`src/rtl/bp_pkg.sv`:
```
// Shared branch-predictor constants and the resolve-queue entry layout.
// The gshare predictor imports the same widths so both sides agree on index/GHR size.
package bp_pkg;

  localparam int IDX_W = 8;
  localparam int GHR_W = IDX_W;

  typedef struct packed {
    logic [IDX_W-1:0] index;
    logic [GHR_W-1:0] ghr;
    logic             pred;
  } bp_entry_t;

endpackage

```
`src/rtl/bp_resolve_queue_if.sv`:
```
// Predictor/execute-facing handshake of the resolve queue: allocation, resolution
// and the PHT/GHR training outputs.
interface bp_resolve_queue_if
  import bp_pkg::*;
#(
  parameter int IF_IDX_W = bp_pkg::IDX_W,
  parameter int IF_GHR_W = bp_pkg::GHR_W
);

  logic                alloc_valid;
  logic                alloc_ready;
  logic [31:0]         alloc_pc;
  logic [IF_GHR_W-1:0] alloc_ghr;
  logic                alloc_pred_taken;
  logic                res_valid;
  logic                res_taken;
  logic                upd_valid;
  logic [IF_IDX_W-1:0] upd_index;
  logic                upd_taken;
  logic                mp_valid;
  logic [IF_GHR_W-1:0] mp_ghr;

  modport master (
    output alloc_valid, alloc_pc, alloc_ghr, alloc_pred_taken, res_valid, res_taken,
    input  alloc_ready, upd_valid, upd_index, upd_taken, mp_valid, mp_ghr
  );

  modport slave (
    input  alloc_valid, alloc_pc, alloc_ghr, alloc_pred_taken, res_valid, res_taken,
    output alloc_ready, upd_valid, upd_index, upd_taken, mp_valid, mp_ghr
  );

endinterface

```
`src/rtl/bp_resolve_fifo.sv`:
```
// Generic in-order storage with wrap-bit pointers; clear-all beats push.
module bp_resolve_fifo #(
  parameter int DEPTH = 8,
  parameter int W     = 17,
  localparam int PW   = $clog2(DEPTH) + 1
) (
  input  logic          clk,
  input  logic          reset,
  input  logic          push,
  input  logic [W-1:0]  push_data,
  input  logic          pop,
  input  logic          clear,
  output logic [W-1:0]  head_data,
  output logic [PW-1:0] occupancy,
  output logic          full,
  output logic          empty
);

  logic [PW-1:0] wr_ptr_r;
  logic [PW-1:0] rd_ptr_r;
  logic [W-1:0]  mem_r [DEPTH];

  // Pointer update: clear returns both pointers to zero regardless of push/pop.
  always_ff @(posedge clk or negedge reset) begin
    if (!reset) begin
      wr_ptr_r <= {PW{1'b0}};
      rd_ptr_r <= {PW{1'b0}};
    end else if (clear) begin
      wr_ptr_r <= {PW{1'b0}};
      rd_ptr_r <= {PW{1'b0}};
    end else begin
      if (push) begin
        wr_ptr_r <= wr_ptr_r + PW'(1);
      end
      if (pop) begin
        rd_ptr_r <= rd_ptr_r + PW'(1);
      end
    end
  end

  // Entry storage, written at the tail on an accepted push.
  always_ff @(posedge clk or negedge reset) begin
    if (!reset) begin
      for (int i = 0; i < DEPTH; i++) begin
        mem_r[i] <= {W{1'b0}};
      end
    end else if (push && !clear) begin
      mem_r[wr_ptr_r[PW-2:0]] <= push_data;
    end
  end

  assign head_data = mem_r[rd_ptr_r[PW-2:0]];
  assign occupancy = wr_ptr_r - rd_ptr_r;
  assign empty     = (wr_ptr_r == rd_ptr_r);
  assign full      = (wr_ptr_r[PW-2:0] == rd_ptr_r[PW-2:0]) &&
                     (wr_ptr_r[PW-1] != rd_ptr_r[PW-1]);

endmodule

```
`src/rtl/bp_resolve_queue.sv`:
```
// In-order branch resolution queue: trains the PHT and repairs the GHR on mispredict.
// Optional statistics counters are built only when BP_RESOLVE_STATS_EN is defined.
module bp_resolve_queue
  import bp_pkg::*;
#(
  parameter int DEPTH = 8,
  parameter int IDX_W = bp_pkg::IDX_W,
  parameter int GHR_W = bp_pkg::GHR_W,
  localparam int PW   = $clog2(DEPTH) + 1
) (
  input  logic                clk,
  input  logic                reset,
  bp_resolve_queue_if.slave   bus,
  input  logic                flush,
  output logic [PW-1:0]       occupancy,
  output logic                res_err,
  output logic [31:0]         stat_resolved,
  output logic [31:0]         stat_mispred
);

  bp_entry_t         alloc_entry_s;
  bp_entry_t         head_s;
  logic              full_s;
  logic              empty_s;
  logic              res_fire_s;
  logic              mispred_s;
  logic              clear_s;
  logic              push_s;
  logic              pop_s;
  logic              upd_valid_r;
  logic [IDX_W-1:0]  upd_index_r;
  logic              upd_taken_r;
  logic              mp_valid_r;
  logic [GHR_W-1:0]  mp_ghr_r;
  logic              res_err_r;

  // Entry formation and queue control; a mispredict squashes all younger entries.
  always_comb begin
    alloc_entry_s.index = bus.alloc_pc[IDX_W-1:0] ^ bus.alloc_ghr;
    alloc_entry_s.ghr   = bus.alloc_ghr;
    alloc_entry_s.pred  = bus.alloc_pred_taken;
    res_fire_s          = bus.res_valid & ~empty_s;
    mispred_s           = res_fire_s & (bus.res_taken != head_s.pred);
    clear_s             = flush | mispred_s;
    push_s              = bus.alloc_valid & ~full_s & ~clear_s;
    pop_s               = res_fire_s & ~clear_s;
  end

  bp_resolve_fifo #(
    .DEPTH (DEPTH),
    .W     ($bits(bp_entry_t))
  ) u_fifo (
    .clk       (clk),
    .reset     (reset),
    .push      (push_s),
    .push_data (alloc_entry_s),
    .pop       (pop_s),
    .clear     (clear_s),
    .head_data (head_s),
    .occupancy (occupancy),
    .full      (full_s),
    .empty     (empty_s)
  );

  // Registered training/repair pulses, one cycle after the resolve.
  always_ff @(posedge clk or negedge reset) begin
    if (!reset) begin
      upd_valid_r <= 1'b0;
      upd_index_r <= {IDX_W{1'b0}};
      upd_taken_r <= 1'b0;
      mp_valid_r  <= 1'b0;
      mp_ghr_r    <= {GHR_W{1'b0}};
      res_err_r   <= 1'b0;
    end else begin
      upd_valid_r <= res_fire_s;
      mp_valid_r  <= mispred_s;
      res_err_r   <= bus.res_valid & empty_s;
      if (res_fire_s) begin
        upd_index_r <= head_s.index;
        upd_taken_r <= bus.res_taken;
      end
      if (mispred_s) begin
        mp_ghr_r <= (head_s.ghr << 1) | GHR_W'(bus.res_taken);
      end
    end
  end

  assign bus.alloc_ready = ~full_s;
  assign bus.upd_valid   = upd_valid_r;
  assign bus.upd_index   = upd_index_r;
  assign bus.upd_taken   = upd_taken_r;
  assign bus.mp_valid    = mp_valid_r;
  assign bus.mp_ghr      = mp_ghr_r;
  assign res_err         = res_err_r;

`ifdef BP_RESOLVE_STATS_EN
  logic [31:0] stat_resolved_r;
  logic [31:0] stat_mispred_r;

  // Free-running statistics, wrapping at 2^32.
  always_ff @(posedge clk or negedge reset) begin
    if (!reset) begin
      stat_resolved_r <= 32'd0;
      stat_mispred_r  <= 32'd0;
    end else begin
      if (res_fire_s) begin
        stat_resolved_r <= stat_resolved_r + 32'd1;
      end
      if (mispred_s) begin
        stat_mispred_r <= stat_mispred_r + 32'd1;
      end
    end
  end

  assign stat_resolved = stat_resolved_r;
  assign stat_mispred  = stat_mispred_r;
`else
  assign stat_resolved = 32'd0;
  assign stat_mispred  = 32'd0;
`endif

endmodule

```
`src/flat_wrapper.sv`:
```
// flat-port wrapper written by rule: the top's interface ports become plain ports
module bp_resolve_queue_flat import bp_pkg::*;
#(
  parameter int DEPTH = 8,
  parameter int IDX_W = bp_pkg::IDX_W,
  parameter int GHR_W = bp_pkg::GHR_W,
  localparam int PW   = $clog2(DEPTH) + 1
)
  (clk, reset, flush, occupancy, res_err, stat_resolved, stat_mispred, bus_alloc_valid, bus_alloc_pc, bus_alloc_ghr, bus_alloc_pred_taken, bus_res_valid, bus_res_taken, bus_alloc_ready, bus_upd_valid, bus_upd_index, bus_upd_taken, bus_mp_valid, bus_mp_ghr);
  bp_resolve_queue_if bus_i ();
  input  logic clk;
  input  logic reset;
  input  logic flush;
  output logic [PW-1:0] occupancy;
  output logic res_err;
  output logic [31:0] stat_resolved;
  output logic [31:0] stat_mispred;
  input wire logic [$bits(bus_i.alloc_valid)-1:0] bus_alloc_valid;
  input wire logic [$bits(bus_i.alloc_pc)-1:0] bus_alloc_pc;
  input wire logic [$bits(bus_i.alloc_ghr)-1:0] bus_alloc_ghr;
  input wire logic [$bits(bus_i.alloc_pred_taken)-1:0] bus_alloc_pred_taken;
  input wire logic [$bits(bus_i.res_valid)-1:0] bus_res_valid;
  input wire logic [$bits(bus_i.res_taken)-1:0] bus_res_taken;
  output wire logic [$bits(bus_i.alloc_ready)-1:0] bus_alloc_ready;
  output wire logic [$bits(bus_i.upd_valid)-1:0] bus_upd_valid;
  output wire logic [$bits(bus_i.upd_index)-1:0] bus_upd_index;
  output wire logic [$bits(bus_i.upd_taken)-1:0] bus_upd_taken;
  output wire logic [$bits(bus_i.mp_valid)-1:0] bus_mp_valid;
  output wire logic [$bits(bus_i.mp_ghr)-1:0] bus_mp_ghr;
  assign bus_i.alloc_valid = bus_alloc_valid;
  assign bus_i.alloc_pc = bus_alloc_pc;
  assign bus_i.alloc_ghr = bus_alloc_ghr;
  assign bus_i.alloc_pred_taken = bus_alloc_pred_taken;
  assign bus_i.res_valid = bus_res_valid;
  assign bus_i.res_taken = bus_res_taken;
  assign bus_alloc_ready = bus_i.alloc_ready;
  assign bus_upd_valid = bus_i.upd_valid;
  assign bus_upd_index = bus_i.upd_index;
  assign bus_upd_taken = bus_i.upd_taken;
  assign bus_mp_valid = bus_i.mp_valid;
  assign bus_mp_ghr = bus_i.mp_ghr;
  bp_resolve_queue #(.DEPTH(DEPTH), .IDX_W(IDX_W), .GHR_W(GHR_W)) u_core (.clk(clk), .reset(reset), .bus(bus_i), .flush(flush), .occupancy(occupancy), .res_err(res_err), .stat_resolved(stat_resolved), .stat_mispred(stat_mispred));
endmodule
```
`config.mk`:
```
export PLATFORM = sky130hd
export DESIGN_NAME = bp_resolve_queue_flat
export DESIGN_NICKNAME = d
export VERILOG_FILES = /design/src/rtl/bp_pkg.sv /design/src/rtl/bp_resolve_queue_if.sv /design/src/rtl/bp_resolve_fifo.sv /design/src/rtl/bp_resolve_queue.sv /design/src/flat_wrapper.sv
export SDC_FILE = /design/constraint.sdc
export NUM_CORES = 1
export LEC_CHECK = 0
export CAP_MARGIN = 20
export CORE_ASPECT_RATIO = 1.75
export CORE_UTILIZATION = 40
export DETAILED_ROUTE_END_ITERATION = 8
export PLACE_DENSITY_LB_ADDON = 0.25
export SLEW_MARGIN = 40
export SYNTH_ARGS = -nofsm -noshare
export SYNTH_HDL_FRONTEND = slang
export SYNTH_SLANG_ARGS = --single-unit
```
`constraint.sdc`:
```
create_clock -name clk -period 5.49 [get_ports clk]
set_input_delay 0.549 -clock clk [delete_from_list [all_inputs] [get_ports clk]]
set_output_delay 0.549 -clock clk [all_outputs]
set_load 0.01 [all_outputs]
```
==> results of run 1 <==
-- critical path: cells and delay by family, from the launching register on --
kind | cells | cell delay (ns)
and+or+nand+nor | 3 | 1.01
AOI/OAI and AO/OA | 1 | 0.15
muxes | 2 | 0.88
adders and majority gates | 1 | 0.34
buffers and inverters | 2 | 0.99
DFF | 1 | 0.65
-- power by group --
group	internal, uW	switching [uW]
Sequential	1430	168
Clock	875	450
Combinational	554	379
-- synthesized netlist by cell type --
cell type / count
o21ai_0: 2
nand3_1: 5
nand2b_1: 2
nand4_1: 2
dfrtp_1: 156
mux2_4: 51
inv_1: 10
nor2_1: 18
a31oi_1: 15
nor3_1: 7
buf_4: 64
or4b_1: 2
fa_1: 1
clkinv_1: 1
ha_1: 5
buf_2: 5
or4_1: 4
buf_8: 5
xor2_1: 13
and2_1: 1
buf_6: 7
a32oi_1: 1
clkbuf_1: 9
conb_1: 1
or2_2: 1
nor3_2: 2
mux2i_1: 4
buf_1: 13
o311ai_4: 1
xnor2_1: 4
a21oi_1: 5
a21o_1: 1
nand2_1: 41
o21ai_1: 1
mux4_2: 30
mux2_2: 78
-- layer usage --
layer	share of wire [%]	routed length [um]	GRT usage, %	vias to the layer above
met5	0	0	0	-
met4	1.6	270	6.74	0
met3	2.2	368	2.72	19
met2	54	8950	31.1	101
met1	42	6910	22.1	2328
li1	-	-	-	1936
-- state kept, by name, indices dropped and copies added (netlist names) --
signal                  cells
u_core.u_fifo.wr_ptr_r      4
u_core.bus.upd_valid        1
u_core.res_err              1
u_core.bus.mp_ghr           8
u_core.u_fifo.rd_ptr_r      4
u_core.bus.upd_taken        1
u_core.bus.upd_index        8
u_core.bus.mp_valid         1
u_core.u_fifo.mem_r       128
-- worst max path at each step --
stage	startpoint	to	slack [ns]	cells after the start
6_report	u_core.u_fifo.rd_ptr_r[0]	u_core.u_fifo.mem_r[50]	1.34	9
3_3_place_gp	u_core.u_fifo.rd_ptr_r[0]	u_core.u_fifo.mem_r[86]	1.29	8
3_5_place_dp	u_core.u_fifo.rd_ptr_r[0]	u_core.u_fifo.mem_r[33]	1.28	9
4_1_cts	u_core.u_fifo.rd_ptr_r[0]	u_core.u_fifo.mem_r[33]	1.27	9
2_1_floorplan	u_core.u_fifo.rd_ptr_r[2]	u_core.u_fifo.mem_r[22]	1.97	14
5_1_grt	u_core.u_fifo.rd_ptr_r[0]	u_core.u_fifo.mem_r[33]	1.00	9
-- logic make-up (layout without fill, tap and decap cells) --
logic type               Yosys count  in the layout
AO/OA/AOI/OAI                     26             26
buffers and inverters            114            101
other                              1             64
adder cells (fa/ha/maj)            6              6
flip-flops                       156            156
AND/OR/NAND/NOR                   85             85
XOR/XNOR                          17             17
multiplexers                     163            163
-- final cells by class --
cell class                 count  share of cell area [%]
sequential                   156                    43.9
inverter                      11                   0.465
timing repair buffer          60                    6.41
clock buffer                  24                    5.76
clock inverter                 6                    1.75
tap                          241                    3.39
multi-input combinational    361                    38.3
-- through the flow --
| step | hold slack (ns) | cells | worst slack [ns] | power (uW) |
|---|---|---|---|---|
| after floorplan | 0.253 | 631 | 1.97 | 2250 |
| after global placement | 0.469 | 829 | 1.29 | 2520 |
| after detailed placement | 0.479 | 829 | 1.28 | 2560 |
| after CTS | 0.0476 | 859 | 1.27 | 3910 |
| after global routing | 0.0670 | 859 | 1.00 | 4050 |
| final | 0.0487 | 859 | 1.34 | 3860 |
==> summary.txt, run 1 <==
Status
  • Status: completed

Pwr
  • Power Dens Cells: 435 nW/um^2
  • VDD IR max: 0.000162 V
  • Leakage: 0.00422 uW

Detailed routing
  • Routed WL: 16500 um
  • ANT nets after route: 0
  • WL/cell: 19.2 um
  • Drc violations: 0
  • Via-to-Cell Ratio: 5.10
  • Number of DRC markers in iteration 0: 180
  • First-pass detailed-route iteration total: 4
  • Detailed-route via count: 4384

Clock network
  • Cts bufs inserted: 17
  • Worst-case clock buffer depth: 2
  • Setup bufs post-CTS: 0
  • Post_cts resized: 0
  • Clock Root Buffer: clkbuf_16
  • CTS tree: built
  • H-tree Lvls: 4
  • Skew-Pair Late Insertion Delay: 0.42 ns
  • Cts hold-fix bufs: 0
  • CTS clock-pin slew for the worst setup and hold paths: 0.06 ns
  • CTS Sinks: 156

Yosys
  • Syn_area_per_cell: 13.8 um^2
  • Cell accounting for the most synthesized area: dfrtp_1
  • Synth top area cells: dfrtp_1 50%, mux2_2 11%, mux2_4 9.8%, mux4_2 8.6%, buf_4 6.1%
  • Synth Warn #: 0
  • Mux share of post-synthesis cell area: 30.1%
  • Top-area cell type share of the netlist area: 49.7%
  • Adder-Cell Fraction of Synth Area: 1.05%
  • Unique masters post-synth: 36
  • Synth Area in Compound Gates: 2.25%
  • Cell area after synthesis: 7850 um^2
  • FF+latch count, synth: 156
  • Gate Count Post-Synth: 568
  • XOR/XNOR Fraction of Synth Area: 1.90%
  • Simple-gate share of the synthesized area: 4.96%
  • Largest family of logic cells by synthesized area: multiplexers
  • Seq/Total Area, Yosys: 49.7%

Setup path
  • Setup CP Type: reg -> reg
  • Worst r2r path cells: 9
  • Critical path startpoint category: flop
  • Worst Path Max Fanout: 24
  • Crit-path slowest cell: or4_1
  • Worst R2R End: u_core.u_fifo.mem_r[50]
  • Critical path's largest stage delay: 0.67 ns
  • Worst r2r src: u_core.u_fifo.rd_ptr_r[0]
  • Critical path arrival: 4.45 ns
  • CP cell instances: ha_1, nand3_1, o21ai_1, inv_1, nand2_1, mux2i_2, or4_1, buf_4, mux2_2
  • R2R Setup Slk: 1.34 ns
  • Crit path capture type: flop
  • CP required: 5.80 ns

Flow run
  • Total of max-cap violations: 0

STA
  • Peak Freq: 0.241 GHz
  • Slew Limit Fails: 0
  • RSZ-0062 raised after global routing: false
  • Worst-margin pin slew: 0.796 ns
  • Final setup vio count: 0
  • Final hold vios: 0
  • Post-route minimum period: 4.15 ns
  • Rel. slew slack: 46.9%
  • Max Clock Skew: 0.00907 ns
  • Setup_tns: 0 ns
  • Final period util: 75.5%

Min path
  • Worst hold path class: in -> async

Floorplan
  • FP Rows: 67
  • DIE AREA: 20200 um^2
  • Die X: 108 um
  • Core ar.: 19200 um^2
  • Top-level port count: 136
  • Die height: 187 um
  • Initial Util: 40.9%

Layout
  • Nets: 660
  • ANT cells: 0
  • Fin util: 46.3%
  • Most frequent cells in the layout: 155 x dfrtp_1, 78 x mux2_2, 64 x conb_1, 51 x mux2_4, 46 x clkdlybuf4s50_1
  • Share of layout cells above drive strength 1: 34.1%
  • Area of the multi-input gates: 3400 um^2
  • Commonest non-fill, non-tap cell in the layout: dfrtp_1
  • Post-route cell area: 8890 um^2
  • Register area: 3910 um^2
  • Fillers: 1710
  • Area grow syn2layout: 13.2%

Global route
  • Largest net degree at the start of global routing: 59
  • Overall routing resource usage: 17.9%
  • Initial antenna violation count: 0
  • First-pass GRT wire length: 26900 um
  • Grt total ovfl: 0
  • Number of global-route vias before repair: 4763

Placement
  • Detail Placement HPWL: 10600 um
  • Placed Area: 8220 um^2
  • GP Congestion: 0.705
  • PortBufs: 47
(Power assumes the default switching activity.)
==> run 2: changes to the inputs <==
==> constraint.sdc (replaced) <==
create_clock -name clk -period 3.6 [get_ports clk]
set_input_delay 0.36 -clock clk [delete_from_list [all_inputs] [get_ports clk]]
set_output_delay 0.36 -clock clk [all_outputs]
set_load 0.01 [all_outputs]
==> run 2 against run 1 <==
Final area rose by 1.5%. Setup slack worse by 0.99 ns. Via count rose by 1.2%. Routed wire length grew 0.85%. Flip-flop and latch count unchanged. Register-to-register slack worse by 0.99 ns. Global-route usage up 0.15 points. Critical endpoint is now u_core.u_fifo.mem_r[94]. Largest cell class unchanged.
==> summary.txt, run 2 (same netlist as run 1, synthesis figures left out) <==
Status
  • Status: completed (unchanged)

Global route
  • Overall routing resource usage: 18.1% (was 17.9%)
  • First-pass GRT wire length: 26900 um (about the same)
  • Grt total ovfl: 0 (unchanged)
  • Largest net degree at the start of global routing: 80 (was 59)
  • Number of global-route vias before repair: 4750 (was 4763)
  • Initial antenna violation count: 0 (unchanged)

Detailed routing
  • ANT nets after route: 0 (unchanged)
  • WL/cell: 19.1 um (was 19.2 um)
  • Routed WL: 16600 um (was 16500 um)
  • Detailed-route via count: 4437 (was 4384)
  • First-pass detailed-route iteration total: 4 (unchanged)
  • Number of DRC markers in iteration 0: 189 (was 180)
  • Drc violations: 0 (unchanged)
  • Via-to-Cell Ratio: 5.10 (about the same)

Clock network
  • Clock Root Buffer: clkbuf_16 (unchanged)
  • Cts bufs inserted: 17 (unchanged)
  • Skew-Pair Late Insertion Delay: 0.42 ns (about the same)
  • H-tree Lvls: 4 (unchanged)
  • CTS Sinks: 156 (unchanged)
  • CTS clock-pin slew for the worst setup and hold paths: 0.06 ns (about the same)
  • CTS tree: built (unchanged)
  • Worst-case clock buffer depth: 2 (unchanged)

STA
  • Slew Limit Fails: 0 (unchanged)
  • Peak Freq: 0.308 GHz (was 0.241 GHz)
  • Setup_tns: 0 ns (unchanged)
  • Max Clock Skew: 0.00805 ns (was 0.00907 ns)
  • Rel. slew slack: 54.3% (was 46.9%)
  • Post-route minimum period: 3.25 ns (was 4.15 ns)
  • Final setup vio count: 0 (unchanged)
  • Worst-margin pin slew: 0.683 ns (was 0.796 ns)
  • Final period util: 90.3% (was 75.5%)
  • Final hold vios: 0 (unchanged)
  • RSZ-0062 raised after global routing: false (unchanged)

Pwr
  • VDD IR max: 0.000296 V (was 0.000162 V)
  • Power after layout: 5980 uW (was 3860 uW)
  • Power Dens Cells: 664 nW/um^2 (was 435 nW/um^2)
  • Leakage: 0.00428 uW (was 0.00422 uW)

Flow run
  • Total of max-cap violations: 0 (unchanged)

Setup path
  • Worst Path Max Fanout: 16 (was 24)
  • Critical path arrival: 3.55 ns (was 4.45 ns)
  • Critical path startpoint category: flop (unchanged)
  • Crit path capture type: flop (unchanged)
  • Setup CP Type: reg -> reg (unchanged)
  • CP required: 3.90 ns (was 5.80 ns)

Placement
  • GP Congestion: 0.729 (was 0.705)
  • PortBufs: 47 (unchanged)
  • Detail Placement HPWL: 10700 um (was 10600 um)
  • Placed Area: 8280 um^2 (was 8220 um^2)

Layout
  • Max reg flops: 128 (unchanged)
  • Area grow syn2layout: 14.9% (was 13.2%)
  • Post-route cell area: 9020 um^2 (was 8890 um^2)
  • Biggest register: u_core.u_fifo.mem_r (unchanged)
  • Commonest non-fill, non-tap cell in the layout: dfrtp_1 (unchanged)
  • Share of layout cells above drive strength 1: 34.5% (was 34.1%)
  • ANT cells: 0 (unchanged)
  • Most frequent cells in the layout: 155 x dfrtp_1, 78 x mux2_2, 64 x conb_1, 51 x mux2_4, 46 x clkdlybuf4s50_1 (unchanged)
  • Nets: 669 (was 660)

Floorplan
  • DIE AREA: 20200 um^2 (unchanged)
  • Die height: 187 um (unchanged)
  • Initial Util: 40.9% (unchanged)
  • Die X: 108 um (unchanged)
  • FP Rows: 67 (unchanged)
  • Top-level port count: 136 (unchanged)
  • Core ar.: 19200 um^2 (unchanged)

Min path
  • Worst hold path class: in -> async (unchanged)
==> run 2: changes by cell type in the layout (fill, tap and decap cells not counted), sizes merged <==
cell,before,now
clkinv,2,5
buf,14,22
bufinv,5,7
clkbuf,24,21
dlygate4sd3,0,1
==> run 2: routing by layer <==
metal	track usage, %	wire length (um)	vias up
li1	-	-	1957
met1	21.8	6910	2335
met2	31.5	8940	117
met3	2.89	403	28
met4	7.43	384	0
met5	0	0	-
==> run 2: power by group <==
group / total, uW / switching, uW / internal (uW) / leakage (uW)
sequential: 2440 / 252 / 2190 / 0.00203
clock: 2110 / 706 / 1410 / 0.000341
combinational: 1430 / 573 / 858 / 0.00191
total: 5980 / 1530 / 4450 / 0.00428
==> run 2: final cells by class <==
class / instances / area [um^2]
fillers: 1684 / 10200
flip-flops and latches: 156 / 3910
multi-input cells: 361 / 3400
repair buffers: 69 / 672
clock buffers: 21 / 460
well taps: 241 / 302
clock inverters: 11 / 238
inverters: 11 / 41.3
==> run 2: final timing paths <==
kind                                        endpoint                      start  slack (ns)  cells past startpoint
max                          u_core.u_fifo.mem_r[94]  u_core.u_fifo.rd_ptr_r[0]        0.35                      9
min                        u_core.u_fifo.rd_ptr_r[0]                      reset        0.34                      2
max reg2reg                  u_core.u_fifo.mem_r[94]  u_core.u_fifo.rd_ptr_r[0]        0.35                      9
min reg2reg                     u_core.bus.upd_taken       u_core.bus.upd_taken        0.49                      2
max in group asynchronous   u_core.u_fifo.mem_r[109]                      reset        2.57                      3
min in group clk                u_core.bus.upd_taken       u_core.bus.upd_taken        0.49                      2
==> run 2: per-stage QoR <==
| stage | cells | setup WS (ns) | util, % | hold WS [ns] |
|---|---|---|---|---|
| CTS | 869 | 0.329 | 46.8 | 0.494 |
| finish | 870 | 0.350 | 47.0 | 0.344 |
| detailed placement | 836 | 0.338 | 43.1 | 0.439 |
| floorplan | 631 | 0.0823 | - | 0.0644 |
| global route | 870 | 0.126 | 47.0 | 0.360 |
| global placement | 836 | 0.384 | 43.1 | 0.420 |
==> run 2: worst max-delay path, cell delays in order, from the launching register on <==
cell and delay [ns]:
dfrtp_2 0.57, ha_1 0.38, nand3_1 0.13, o21ai_1 0.35, inv_1 0.22, nand2_1 0.15
mux2i_2 0.15, or4_1 0.56, buf_4 0.28, mux2_4 0.34
==> run 2: repair_timing <==
item,4_1_cts,5_1_grt
resized for setup,0,0
buffers inserted,0,0
setup endpoints to repair,0,0
hold endpoints to repair,7,0
hold buffers,1,0
==> run 3: changes to the inputs <==
--- a/config.mk
+++ b/config.mk
@@ -7,7 +7,7 @@
 export LEC_CHECK = 0
 export CAP_MARGIN = 20
 export CORE_ASPECT_RATIO = 1.75
-export CORE_UTILIZATION = 40
+export CORE_UTILIZATION = 48
 export DETAILED_ROUTE_END_ITERATION = 8
 export PLACE_DENSITY_LB_ADDON = 0.25
 export SLEW_MARGIN = 40
==> run 3 against run 2 <==
Largest cell class unchanged. Count of clock-buffer cells in the layout unchanged. Utilization up 8.5 points. Clock skew up 0.0061 ns. Critical path type unchanged.
==> summary.txt, run 3 (same netlist as run 1, synthesis figures left out) <==
Layout
  • Fillers: 1276 (was 1684)
  • Non-Filler Instances: 814 (was 870)
  • ANT cells: 0 (unchanged)
  • Share of layout cells above drive strength 1: 34.2% (was 34.5%)
  • Area grow syn2layout: 12.8% (was 14.9%)
  • Most frequent cells in the layout: 155 x dfrtp_1, 78 x mux2_2, 64 x conb_1, 51 x mux2_4, 46 x clkdlybuf4s50_1 (unchanged)
  • Commonest non-fill, non-tap cell in the layout: dfrtp_1 (unchanged)
  • Post-route cell area: 8850 um^2 (was 9020 um^2)
  • Register area: 3910 um^2 (unchanged)
  • Area of the multi-input gates: 3400 um^2 (unchanged)
  • Max reg flops: 128 (unchanged)
  • Nets: 666 (was 669)
  • Biggest register: u_core.u_fifo.mem_r (unchanged)

Floorplan
  • Die X: 98.7 um (was 108 um)
  • Top-level port count: 136 (unchanged)
  • Die height: 171 um (was 187 um)
  • FP Rows: 61 (was 67)
  • Initial Util: 49.2% (was 40.9%)
  • Core ar.: 16000 um^2 (was 19200 um^2)
  • DIE AREA: 16900 um^2 (was 20200 um^2)

Global route
  • Initial antenna violation count: 0 (unchanged)
  • First-pass GRT wire length: 26800 um (was 26900 um)
  • Number of global-route vias before repair: 4738 (was 4750)
  • Largest net degree at the start of global routing: 79 (was 80)
  • Overall routing resource usage: 21.4% (was 18.1%)
  • Grt total ovfl: 0 (unchanged)

Setup path
  • Critical path's largest stage delay: 0.57 ns (about the same)
  • Worst r2r src: u_core.u_fifo.rd_ptr_r[0] (unchanged)
  • CP required: 3.89 ns (was 3.90 ns)
  • Worst Path Max Fanout: 16 (unchanged)
  • Crit path capture type: flop (unchanged)
  • Worst r2r path cells: 9 (unchanged)
  • CP cell instances: ha_1, nand3_1, o21ai_1, inv_1, nand2_1, mux2i_2, or4_1, buf_4, mux2_4 (unchanged)
  • Setup CP Type: reg -> reg (unchanged)
  • R2R Setup Slk: 0.36 ns (was 0.35 ns)
  • Crit-path slowest cell: or4_1 (was dfrtp_2)
  • Critical path arrival: 3.52 ns (was 3.55 ns)
  • Worst R2R End: u_core.u_fifo.mem_r[99] (was u_core.u_fifo.mem_r[94])
  • Critical path startpoint category: flop (unchanged)

Flow run
  • Total of max-cap violations: 0 (unchanged)

Placement
  • PortBufs: 47 (unchanged)
  • Placed Area: 8200 um^2 (was 8280 um^2)
  • Placed cells: 782 (was 836)
  • Detail Placement HPWL: 10300 um (was 10700 um)
  • GP Congestion: 0.722 (was 0.729)

Pwr
  • VDD IR max: 0.000371 V (was 0.000296 V)
  • Switching power: 1540 uW (was 1530 uW)
  • Internal power: 4260 uW (was 4450 uW)
  • Power Dens Cells: 655 nW/um^2 (was 664 nW/um^2)
  • Leakage: 0.00422 uW (was 0.00428 uW)
  • Switching fraction of total power: 26.6% (was 25.6%)
  • Clk pwr share: 32.9% (was 35.3%)
  • Power share of the sequential group: 42.2% (was 40.8%)
  • Power after layout: 5800 uW (was 5980 uW)
  • Comb pwr share: 24.9% (was 23.9%)

Clock network
  • CTS Sinks: 156 (unchanged)
  • CTS tree: built (unchanged)
  • H-tree Lvls: 4 (unchanged)
  • Post_cts resized: 0 (unchanged)
  • Worst-case clock buffer depth: 2 (unchanged)
  • Skew-Pair Late Insertion Delay: 0.42 ns (about the same)
  • Clock Root Buffer: clkbuf_16 (unchanged)
  • CTS clock-pin slew for the worst setup and hold paths: 0.07 ns (was 0.06 ns)
  • Cts bufs inserted: 17 (unchanged)

STA
  • Max Clock Skew: 0.0142 ns (was 0.00805 ns)
  • Peak Freq: 0.309 GHz (was 0.308 GHz)
  • Setup_tns: 0 ns (unchanged)
  • Fin Hold WS: 0.482 ns (was 0.344 ns)
  • Worst-margin pin slew: 0.734 ns (was 0.683 ns)
  • Final hold vios: 0 (unchanged)
  • Final setup vio count: 0 (unchanged)
  • RSZ-0062 raised after global routing: false (unchanged)
  • Rel. slew slack: 51.1% (was 54.3%)
  • Post-route minimum period: 3.24 ns (was 3.25 ns)
  • Slew Limit Fails: 0 (unchanged)
  • Final period util: 89.9% (was 90.3%)

Detailed routing
  • First-pass detailed-route iteration total: 5 (was 4)
  • WL/cell: 20.3 um (was 19.1 um)
  • ANT nets after route: 0 (unchanged)
  • Drc violations: 0 (unchanged)
  • M1 WL: 6800 um (was 6910 um)
  • Met3 Wirelength: 433 um (was 403 um)
  • Metal2 WL: 9080 um (was 8940 um)
  • Number of DRC markers in iteration 0: 270 (was 189)
  • Max Used Layer: met4 (unchanged)
  • Via-to-Cell Ratio: 5.46 (was 5.10)
  • Detailed-route via count: 4448 (was 4437)
  • Routed WL: 16500 um (was 16600 um)

Min path
  • Hold Crit Endpoint: u_core.bus.upd_taken
  • Hold Path Origin: u_core.bus.upd_taken
  • Worst hold path class: reg -> reg (was in -> async)
  • Hold Path Stages: 2

Status
  • Status: completed (unchanged)
[run 3: cell types whose count changed in the layout (fill, tap and decap cells not counted)]
cell and delta:
buf_16 -1, buf_4 -2, bufinv_16 -3, clkbuf_1 -1, clkbuf_8 +1, clkinv_2 -1, clkinvlp_4 +3
[run 3: cell type report]
class,instances,share of cell area (%)
multi-input combinational,361,38.4
clock buffer,21,5.32
timing repair buffer,66,7.11
clock inverter,10,1.87
inverter,11,0.467
sequential,156,44.1
tap,189,2.67
[run 3: timing repair]
item | 4_1_cts | 5_1_grt
setup buffers | 0 | 0
endpoints found under the hold margin | 9 | 0
hold buffers | 1 | 0
[run 3: critical path: cells and delay by family (launching register included)]
family,cells,cell delay (ns)
compound gates,1,0.32
fa+ha+maj,1,0.38
buf+inv,2,0.49
flops,1,0.54
mux,2,0.50
simple gates,3,0.86
[run 3: per-stage QoR]
step / setup slack (ns) / util [%]
6_report: 0.364 / 55.5
5_1_grt: 0.122 / 55.5
4_1_cts: 0.302 / 55.5
3_5_place_dp: 0.345 / 51.4
3_3_place_gp: 0.369 / 51.4
2_1_floorplan: 0.0823 / -
[run 3: metal layers]
metal	vias up	global-route usage, %
met5	-	0
li1	1951	-
met1	2362	26.6
met2	125	37.2
met3	10	3.80
met4	0	8.37
[run 3: power by group through the flow]
stage	Sequential [uW]	Clock, uW	Combinational (uW)
6_report	2450	1910	1440
5_1_grt	2500	2020	1580
4_1_cts	2450	1950	1460
3_5_place_dp	2470	0	1450
3_3_place_gp	2430	0	1410
2_1_floorplan	2420	0	1010
[run 3: how the worst max path moves through the flow]
| stage | startpoint | endpoint | cells after the start |
|---|---|---|---|
| after floorplan | u_core.u_fifo.rd_ptr_r[2] | u_core.u_fifo.mem_r[22] | 14 |
| after global routing | u_core.u_fifo.rd_ptr_r[0] | u_core.u_fifo.mem_r[95] | 9 |
| after detailed placement | u_core.u_fifo.rd_ptr_r[0] | u_core.u_fifo.mem_r[55] | 7 |
| after global placement | u_core.u_fifo.rd_ptr_r[0] | u_core.u_fifo.mem_r[90] | 7 |
| final | u_core.u_fifo.rd_ptr_r[0] | u_core.u_fifo.mem_r[99] | 9 |
| after CTS | u_core.u_fifo.rd_ptr_r[0] | u_core.u_fifo.mem_r[55] | 7 |
